## src/rtl/param_ctrl.sv

```systemverilog
// param_ctrl: parameter-fetch controller for the FAST/Gaussian pipeline.
//
// Polls word 0 of a small synchronous parameter SRAM for START. When START is
// seen it streams words 1..6 out of the SRAM, then presents image geometry and
// filter settings on its output registers and pulses new_trans. The START
// word is cleared in the same cycle. When the pipeline reports img_done, a
// DONE status (0x02) is written back to word 0 and polling resumes.
//
// Ports:
//   clk, n_rst         clock (rising edge), asynchronous active-low reset
//   addr_params        SRAM read address
//   ren_params         SRAM read enable
//   rdat_params        SRAM read data, valid the cycle after ren_params
//   addr_write_params  SRAM write address
//   wen_params         SRAM write enable
//   wdat_params        SRAM write data
//   new_trans          one-cycle pulse: parameters loaded, frame may start
//   img_done           pipeline finished current frame (pulse)
//   max_x, max_y       image width / height
//   kernel_size        Gaussian kernel size
//   sigma              Gaussian sigma
//
// NUM_PARAMS >= 8 and BIT_DEPTH >= 8 are assumed. clog2(X_MAX) and
// clog2(Y_MAX) must not exceed 2*BIT_DEPTH.

module param_ctrl #(
    parameter int NUM_PARAMS = 8,
    parameter int BIT_DEPTH  = 8,
    parameter int X_MAX      = 400,
    parameter int Y_MAX      = 400
) (
    input  logic                          clk,
    input  logic                          n_rst,
    output logic [$clog2(NUM_PARAMS)-1:0] addr_params,
    output logic                          ren_params,
    input  logic [BIT_DEPTH-1:0]          rdat_params,
    output logic [$clog2(NUM_PARAMS)-1:0] addr_write_params,
    output logic                          wen_params,
    output logic [BIT_DEPTH-1:0]          wdat_params,
    output logic                          new_trans,
    input  logic                          img_done,
    output logic [$clog2(X_MAX)-1:0]      max_x,
    output logic [$clog2(Y_MAX)-1:0]      max_y,
    output logic [7:0]                    kernel_size,
    output logic [2:0]                    sigma
);

    localparam int AW = $clog2(NUM_PARAMS);
    localparam int XW = $clog2(X_MAX);
    localparam int YW = $clog2(Y_MAX);

    typedef enum logic [2:0] {
        POLL    = 3'd0,
        CHECK   = 3'd1,
        LOAD    = 3'd2,
        ACK     = 3'd3,
        BUSY    = 3'd4,
        DONE_WR = 3'd5
    } state_t;

    state_t               state, state_nxt;
    logic                 started;     // low for the first cycle after reset so every output starts at 0
    logic [2:0]           idx;         // LOAD read index; 7 is the capture-only cycle for word 6
    logic [BIT_DEPTH-1:0] shadow [1:5]; // words 1..5 held until word 6 arrives

    // ------------------------------------------------------------------
    // State register
    // ------------------------------------------------------------------
    always_ff @(posedge clk or negedge n_rst) begin
        if (!n_rst) begin
            state   <= POLL;
            started <= 1'b0;
        end else begin
            state   <= state_nxt;
            started <= 1'b1;
        end
    end

    // ------------------------------------------------------------------
    // Next-state logic
    // ------------------------------------------------------------------
    always_comb begin
        state_nxt = state;
        case (state)
            POLL:    state_nxt = started ? CHECK : POLL;
            CHECK:   state_nxt = rdat_params[0] ? LOAD : POLL;
            LOAD:    state_nxt = (idx == 3'd7) ? ACK : LOAD;
            ACK:     state_nxt = BUSY;
            BUSY:    state_nxt = img_done ? DONE_WR : BUSY;
            DONE_WR: state_nxt = POLL;
            default: state_nxt = POLL;
        endcase
    end

    // ------------------------------------------------------------------
    // SRAM / handshake outputs (Moore)
    // ------------------------------------------------------------------
    always_comb begin
        addr_params       = '0;
        ren_params        = 1'b0;
        addr_write_params = '0;
        wen_params        = 1'b0;
        wdat_params       = '0;
        new_trans         = 1'b0;
        case (state)
            POLL: begin
                ren_params = started;
            end
            LOAD: begin
                // idx 1..6 issue reads; idx 7 only collects the last word
                if (idx != 3'd7) begin
                    ren_params  = 1'b1;
                    addr_params = AW'(idx);
                end
            end
            ACK: begin
                // clear START and any stale DONE in one write
                wen_params = 1'b1;
                new_trans  = 1'b1;
            end
            DONE_WR: begin
                wen_params  = 1'b1;
                wdat_params = BIT_DEPTH'(2);
            end
            default: ;
        endcase
    end

    // ------------------------------------------------------------------
    // Load index, word capture and parameter registers
    // ------------------------------------------------------------------
    always_ff @(posedge clk or negedge n_rst) begin
        if (!n_rst) begin
            idx         <= '0;
            shadow[1]   <= '0;
            shadow[2]   <= '0;
            shadow[3]   <= '0;
            shadow[4]   <= '0;
            shadow[5]   <= '0;
            max_x       <= '0;
            max_y       <= '0;
            kernel_size <= '0;
            sigma       <= '0;
        end else begin
            if (state == CHECK) begin
                idx <= 3'd1;
            end else if (state == LOAD) begin
                idx <= idx + 3'd1;
                // rdat_params holds the word addressed in the previous cycle
                case (idx)
                    3'd2: shadow[1] <= rdat_params;
                    3'd3: shadow[2] <= rdat_params;
                    3'd4: shadow[3] <= rdat_params;
                    3'd5: shadow[4] <= rdat_params;
                    3'd6: shadow[5] <= rdat_params;
                    3'd7: begin
                        // all outputs switch together as ACK is entered
                        max_x       <= XW'({shadow[2], shadow[1]});
                        max_y       <= YW'({shadow[4], shadow[3]});
                        kernel_size <= 8'(shadow[5]);
                        sigma       <= rdat_params[2:0];
                    end
                    default: ;
                endcase
            end
        end
    end

endmodule

```

## config.mk

```make
export PLATFORM = sky130hd
export DESIGN_NAME = param_ctrl
export DESIGN_NICKNAME = d
export VERILOG_FILES = /design/src/rtl/param_ctrl.sv
export SDC_FILE = /design/constraint.sdc
export NUM_CORES = 1
export LEC_CHECK = 0
export CAP_MARGIN = 20
export CORE_MARGIN = 5
export CORE_UTILIZATION = 50
export CTS_CLUSTER_DIAMETER = 200
export DETAILED_ROUTE_END_ITERATION = 8
export PLACE_DENSITY = 0.84
export SYNTH_ARGS = -nofsm -noshare
export SYNTH_HDL_FRONTEND = slang
export SYNTH_SLANG_ARGS = --single-unit
```

## constraint.sdc

```tcl
create_clock -name clk -period 4.8 [get_ports clk]
set_input_delay 0.96 -clock clk [delete_from_list [all_inputs] [get_ports clk]]
set_output_delay 0.96 -clock clk [all_outputs]
set_load 0.05 [all_outputs]
```

# After elaboration in Yosys (flattened, before gate mapping)
# Cells that the tools add are included.
word_totals:
  ff_bits: 62
  input_bits: 11
  out_inout_bits: 46
  word_cells: 49
classes:
  n_addsub: 1
  n_eq_ne: 12
  n_mux: 14
  bitwise: 1
  reduce_logical: 9
ops:
  columns: ["cell", "n"]
  rows:
  - ["equality test 3 bit (second input constant)", 6]
  - ["AND reduction 3 bit", 6]
  - ["case mux 3 bit (5 select lines)", 1]
  - ["equality test 3 x 2 -> 1 bit (second input constant)", 4]
  - ["2-to-1 mux 3 bit", 4]
  - ["2-to-1 mux 1 bit", 6]
  - ["2-to-1 mux 2 bit", 2]
  - ["adder 3 x 1 -> 3 bit (second input constant)", 1]
  - ["equality test 3 x 1 -> 1 bit (second input constant)", 1]
  - ["zero test 3 bit", 1]
  - ["inequality test 3 bit (second input constant)", 1]
  - ["case mux 1 bit (2 select lines)", 1]
  - ["nonzero test 2 bit", 1]
  - ["OR reduction 2 bit", 1]
  - ["inverter 1 bit", 1]

# Longest topological paths before layout
# Gate-level depths: netlist of run 1.
depth:
  word_depth: 3
  ltp_mapped: 6
  mapped_depth_nobuf: 5

# Least setup slack after synthesis of run 1
# OpenSTA, ideal clock, no wires.
synth_timing:
  path_kind: "register to output"
  from: "register idx[0]"
  to: "output ren_params"
  arrival_ns: 2.123
  required_time_ns: 3.840
  slack_ns: 1.717
  stages_incl_launch_ff: 5
  path_buffers: 0
  cell_sequence: "dfrtp_1 ha_1 ha_1 nand2b_1 a21boi_0"
synth_via:
  elab_chain_len: 3
synth_rtl:
  columns: ["element", "line", "rtl"]
  rows:
  - ["from (decl)", "63", "logic [2:0] idx;"]
  - ["from (signal assigned)", "148", "idx <= idx + 3'd1;"]
  - ["inequality test 3 bit", "111", "if (idx != 3'd7) begin"]
  - ["2-to-1 mux 1 bit", "111", null]
  - ["case mux 1 bit (2 select lines)", "105", "case (state)"]
  - ["to (decl)", "35", "output logic ren_params,"]
# Every way passes these cells.

# Final worst setup path of run 1
# Ends and elaborated chain as after synthesis.

==> metrics, run 1 <==
status=complete, no violations; maximum number of pins on one net before global-route repair=33; Antenna diodes=0; # Max-Cap Violations=0; Port-buffer cells=between 40 and 50; Setup TNS Final=0 ns; CP Capture Type=primary output; share of cells above drive strength 1=between 30% and 40%; Cell Rows=26; DR vias=around 1500; HP Class=reg2reg; Final Cycle Share=between 70% and 80%; Critical Path RT=approximately 3.8 ns; All-Layer GR Usage=~15%; Pwr Density=a little under 500 nW/um^2; DRC=0; Slew HR=a little over half; largest cells by area after synthesis=dfrtp_1 (58%), mux2_2 (24%), buf_4 (3.4%); register area=1551 sq um; Worst Skew=0.006669 ns; vias in the first global route=about 1700; CTS resizes=0; CP max FO=5; grt ovf=0; worst skew pair latency=between 0.3 and 0.4 ns; NumNets Final=about 250; CTS Root Cell=clkbuf_8; die height=between 80 and 90 um; Routed WL=roughly 4800 um; Placement Cell Area=about 3100 sq um; Final Critical Period=approximately 3.4 ns; crit path launch type=flip-flop; DRT iter0 DRCs=46; die area=roughly 6900 sq um; ys async rst share=100.0%; drt first pass iters=4; syn avg cell area=between 10 and 15 sq um; class of the most critical setup path=reg2out; Worst Path Arrival=2.42 ns; Yosys top cell area share=between 50% and 60%; Pleak=approximately 1.6 nW; Synth Instances=about 180; Synth cell types=30; first-pass GRT wire length=between 8000 and 9000 um; max-slew violations=0; total CTS buffers=9; FMAX=0.2962 GHz; Worst-path clk slew=roughly 0.060 ns; vias per inst=4.968; CTS tree=built; Synth Cell Area=about 2700 sq um; crit path cell chain=ha_1, ha_1, nand2b_1, a21boi_0, clkdlybuf4s50_1; post-detail-place hpwl=between 3000 and 4000 um; post-route ant nets=0; DIE WIDTH=around 83 um; CTS Buffer Depth=2; area of the multi-input gates=1016 sq um; RSZ-0062 raised after global routing=no; Synth Flop Type=dfrtp_1; fillers=420; VDD IR max=between 0.3 and 0.4 mV; area leader, netlist=dfrtp_1; Layout area overhead=25.19%; Yosys reg bits=between 60 and 70; Hold-fix buffers, CTS=0; Core Area=between 5000 and 6000 sq um; GPL Wtd Cong=about 0.8; final hold vios=0; wire per inst=around 15 um; Most common cell on crit path=ha_1; IO Pins=57; Initial Utilization=51.70%; initial antenna violation count=0; Post-CTS Setup Bufs=0; Yosys warning total=0; slowest library cell on the worst path=clkdlybuf4s50_1; Worst-Margin Slew=0.6789 ns; count of final setup violators=0; number of H-tree levels=3; Crit path largest cell delay=between 0.8 and 0.9 ns; clk sinks=62; Seq/Total Area, Yosys=between 50% and 60%; EDFF count, synth=0; Final Cell Area=~3300 sq um
## cells in the mapped netlist (2+ instances only)
master	count
or2_2	2
nor3_1	2
mux2_2	56
nand2b_1	4
inv_1	4
buf_4	12
a21oi_1	2
a21o_1	2
buf_2	2
ha_1	7
nand2_1	5
nand3b_1	2
nor2_1	3
dfrtp_1	62
a22o_1	3
conb_1	2
## worst paths after layout
| check | from | end | slack, ns | cells past startpoint |
|---|---|---|---|---|
| setup / recovery | idx[0]$_DFFE_PN0P_ | ren_params | 1.42 | 5 |
| hold / removal | max_y[7]$_DFFE_PN0P_ | max_y[7]$_DFFE_PN0P_ | 0.50 | 1 |
| setup reg to reg | state[1]$_DFF_PN0_ | max_x[5]$_DFFE_PN0P_ | 2.75 | 4 |
| hold reg to reg | max_y[7]$_DFFE_PN0P_ | max_y[7]$_DFFE_PN0P_ | 0.50 | 1 |
| max in group asynchronous | n_rst | max_y[7]$_DFFE_PN0P_ | 3.25 | 2 |
| min in group asynchronous | n_rst | shadow[19]$_DFFE_PN0P_ | 0.66 | 1 |
## per-layer routing
| layer | routed length, um | global-route usage, % |
|---|---|---|
| met1 | 2250 | 19.30 |
| met2 | 2191 | 22.52 |
| met3 | 233 | 3.861 |
| met4 | 88 | 6.686 |
| met5 | 0 | 0 |
## power breakdown
part / internal (W) / switching [W]
registers: 0.000639 / 0.0000980
logic: 0.000210 / 0.000275
clock network: 0.000228 / 0.000191
total: 0.00108 / 0.000564
## critical path, delay by kind of cell, from the launching register on
family,cells,cell delay (ns)
AOI/OAI and AO/OA,1,0.18
buffers and inverters,1,0.83
adders and majority gates,2,0.50
DFF,1,0.42
and+or+nand+nor,1,0.16
## per-stage QoR
stage          util, %  hold slack (ns)  worst slack, ns  total power, W  std cells
3_3_place_gp     61.10           0.4853            1.805        0.001215        295
3_5_place_dp     61.10           0.4889            1.773        0.001235        295
2_1_floorplan        -           0.4736            1.717        0.001092        193
6_report         64.73           0.5020            1.424        0.001641        311
4_1_cts          64.73           0.5049            1.408        0.001656        311
5_1_grt          64.73           0.5133            1.315        0.001728        311
## kinds of logic after synthesis
kind of cell	synth area share, %
flops	58.38
mux	23.73
simple gates	6.639
buf+inv	4.896
compound gates	2.778
fa+ha+maj	3.296
other cells	0.2826
## state kept, by name, indices dropped and copies added (netlist names)
| name | count |
|---|---|
| started | 1 |
| kernel_size | 8 |
| max_y | 9 |
| max_x | 9 |
| shadow | 26 |
| sigma | 3 |
| idx | 3 |
| state | 3 |
## placed cells by master (no fill, tap or decap)
cell type,Yosys,layout
a22oi_1,1,1
nand2b_1,4,4
mux2_2,56,56
nor3b_4,1,2
clkbuf_1,1,1
clkbuf_8,0,12
buf_2,2,1
clkdlybuf4s50_1,0,45
clkinv_2,0,2
buf_4,12,2
a22o_1,3,3
nand3b_1,2,2
conb_1,2,11
nor2b_1,1,1
dfrtp_1,62,62
nand4_1,1,1
a21oi_1,2,2
nor2_1,3,3
nor3_4,1,1
and3_1,1,1
clkinvlp_4,0,1
and2_1,1,1
nand3_1,1,1
nor3_1,2,2
ha_1,7,7
nor2_2,1,1
a21o_1,2,2
nand2_1,5,5
inv_1,4,4
or2_2,2,2
a21boi_0,1,1
o31ai_1,1,1
## area by class of cell
class,instances,area share [%]
Clock buffer,13,5.077
Clock inverter,3,0.5265
Inverter,4,0.4513
Multi-Input combinational cell,111,30.54
Sequential cell,62,46.63
Tap cell,70,2.633
Timing Repair Buffer,48,14.14
(Power assumes the default switching activity.)
==> run 2, diff against run 1 <==
--- a/config.mk
+++ b/config.mk
@@ -7,10 +7,10 @@
 export LEC_CHECK = 0
 export CAP_MARGIN = 20
 export CORE_MARGIN = 5
-export CORE_UTILIZATION = 50
+export CORE_UTILIZATION = 45
 export CTS_CLUSTER_DIAMETER = 200
 export DETAILED_ROUTE_END_ITERATION = 8
-export PLACE_DENSITY = 0.84
+export PLACE_DENSITY = 0.8
 export SYNTH_ARGS = -nofsm -noshare
 export SYNTH_HDL_FRONTEND = slang
 export SYNTH_SLANG_ARGS = --single-unit
==> constraint.sdc (replaced) <==
create_clock -name clk -period 3.1 [get_ports clk]
set_input_delay 0.62 -clock clk [delete_from_list [all_inputs] [get_ports clk]]
set_output_delay 0.62 -clock clk [all_outputs]
set_load 0.05 [all_outputs]
==> run 2 against run 1 <==
  * Clock power up 57%
  * Clock skew shrank 0.0015 ns
  * Sequential cell count unchanged
==> metrics, run 2 (synthesized netlist as in run 1, its figures left out) <==
Final Cycle Share=between 90% and 100%; DR vias=1585 (was 1545); RSZ-0062 raised after global routing=no (unchanged); number of instances in the placed design=302 (was 295); CP Capture Type=primary output (unchanged); DRC=0 (unchanged); Core Area=5816 sq um (was 5140 sq um); drt first pass iters=4 (unchanged); max FFs per register=26 (unchanged); Layout area overhead=26.60% (was 25.19%); Worst Skew=0.005159 ns (was 0.006669 ns); Final Critical Period=about 2.9 ns; status=complete, no violations (unchanged); GPL Wtd Cong=0.7350 (was 0.7970); most frequent cells in the layout=dfrtp_1 (62), mux2_2 (56), clkdlybuf4s50_1 (42) (was dfrtp_1 (62), mux2_2 (56), clkdlybuf4s50_1 (45)); FMAX=roughly 0.35 GHz; number of H-tree levels=3 (unchanged); highest metal used=met4 (unchanged); HP Class=in2async (was reg2reg); Pwr Density=761.3 nW/um^2 (was 493.3 nW/um^2); Met2 Wirelength=2433 um (was 2191 um); hold_ws=0.3378 ns (was 0.5020 ns); Hold-fix buffers, CTS=0 (unchanged); worst skew pair latency=0.33 ns (about the same); Routed WL=4927 um (was 4763 um); die height=86.85 um (was 82.91 um); first-pass GRT wire length=8155 um (was 8128 um); post-route ant nets=0 (unchanged); metal3 WL=286 um (was 233 um); post-detail-place hpwl=3443 um (was 3236 um); CTS tree=built (unchanged); Setup TNS Final=0 ns (unchanged); Final Cell Area=3364 sq um (was 3327 sq um); Cell Rows=28 (was 26); Slew HR=51.72% (was 54.74%); Critical Path RT=2.48 ns (was 3.84 ns); initial antenna violation count=0 (unchanged); Top Registers=shadow: 26 flops, max_x: 9 flops, max_y: 9 flops (unchanged); critical path's top delay family=buffers and inverters (unchanged); Pleak=1.653 nW (was 1.596 nW); Antenna diodes=0 (unchanged); WL met1=2066 um (was 2250 um); Biggest register=shadow (unchanged); wire per inst=15.49 um (was 15.32 um); max-slew violations=0 (unchanged); Post-Layout Cell Count=318 (was 311); Buf/Inv on CP=1 (unchanged); die area=7543 sq um (was 6873 sq um); maximum number of pins on one net before global-route repair=33 (unchanged); Initial Utilization=45.70% (was 51.70%); CTS Root Cell=clkbuf_8 (unchanged); vias in the first global route=1659 (was 1665); All-Layer GR Usage=14.54% (was 14.61%); Worst Path Arrival=2.26 ns (was 2.42 ns); clk sinks=62 (unchanged); IO Pins=57 (unchanged); Port-buffer cells=46 (unchanged); VDD IR max=0.6573 mV (was 0.3463 mV); Crit path largest cell delay=0.70 ns (was 0.83 ns); count of final setup violators=0 (unchanged); total CTS buffers=9 (unchanged); NumNets Final=256 (was 254); vias per inst=4.984 (was 4.968); crit path launch type=flip-flop (unchanged); CP max FO=16 (was 5); crit path cell chain=nor2b_1, and2_1, or2_2, clkdlybuf4s50_1 (was ha_1, ha_1, nand2b_1, a21boi_0, clkdlybuf4s50_1); grt ovf=0 (unchanged); Worst-path clk slew=0.06 ns (about the same); DRT iter0 DRCs=30 (was 46); Placement Cell Area=3174 sq um (was 3141 sq um); DIE WIDTH=86.85 um (was 82.91 um); share of cells above drive strength 1=32.92% (was 33.20%); final hold vios=0 (unchanged); class of the most critical setup path=reg2out (unchanged); most common cell after layout, fill and taps aside=dfrtp_1 (unchanged); # Max-Cap Violations=0 (unchanged); CTS Buffer Depth=2 (unchanged); Worst-Margin Slew=0.7242 ns (was 0.6789 ns); slowest library cell on the worst path=clkdlybuf4s50_1 (unchanged)
run 2: changes by cell type in the layout (fill, tap and decap cells not counted):
cell,previous run,this run
clkbuf_1,1,3
clkdlybuf4s50_1,45,42
buf_4,2,3
buf_12,0,1
clkbuf_8,12,9
dlymetal6s2s_1,0,3
bufinv_16,0,1
run 2: routing by layer:
metal,vias to the layer above,track usage (%)
met3,13,3.879
met4,0,8.215
met1,800,18.87
met2,47,22.02
li1,725,-
met5,-,0
run 2: worst reg2reg max path, stage by stage, from the launching register on:
cell      delay (ns)
dfrtp_1         0.64
nand2b_1        0.27
nor3b_4         0.27
buf_4           0.29
mux2_2          0.37
run 2: path summary, 6_finish.rpt:
path	startpoint	endpoint	slack (ns)	cells past startpoint
setup / recovery	state[1]$_DFF_PN0_	wen_params	0.22	4
hold / removal	n_rst	started$_DFF_PN0_	0.34	1
setup reg to reg	state[1]$_DFF_PN0_	max_y[2]$_DFFE_PN0P_	1.14	4
hold reg to reg	shadow[19]$_DFFE_PN0P_	max_y[3]$_DFFE_PN0P_	0.50	1
max in group asynchronous	n_rst	shadow[6]$_DFFE_PN0P_	2.15	2
min in group clk	shadow[19]$_DFFE_PN0P_	max_y[3]$_DFFE_PN0P_	0.50	1
run 2: repair_timing:
item	CTS	global route
endpoints found under the hold margin	0	0
setup buffers	0	0
resized for setup	0	3
setup endpoints to repair	0	3
run 2: final cells by class:
cell class	instances	area (sq um)
tap	75	93.84
inverter	4	15.01
timing repair buffer	50	505.5
multi-input combinational	111	1016
fill	480	2451
sequential	62	1551
clock buffer	12	135.1
clock inverter	4	47.55
run 2: power by group:
part	internal (W)	leakage, nW	switching, W
Sequential	0.000990	0.845	0.000137
Combinational	0.000333	0.718	0.000444
Clock	0.000369	0.0904	0.000288
Total	0.00169	1.65	0.000870
run 2: through the flow:
step	power (W)	utilization (%)	setup WS, ns
2_1_floorplan	0.001691	-	0.3575
3_3_place_gp	0.001895	54.58	0.4637
3_5_place_dp	0.001929	54.58	0.4405
4_1_cts	0.002599	57.72	0.05991
5_1_grt	0.002716	57.85	0.09901
6_report	0.002561	57.85	0.2164
==> run 3, diff against run 2 <==
--- a/config.mk
+++ b/config.mk
@@ -10,6 +10,7 @@
 export CORE_UTILIZATION = 45
 export CTS_CLUSTER_DIAMETER = 200
 export DETAILED_ROUTE_END_ITERATION = 8
+export GPL_ROUTABILITY_DRIVEN = 0
 export PLACE_DENSITY = 0.8
 export SYNTH_ARGS = -nofsm -noshare
 export SYNTH_HDL_FRONTEND = slang
==> results of run 3 <==
Final layout, timing and power as in run 2 (identical DEF).
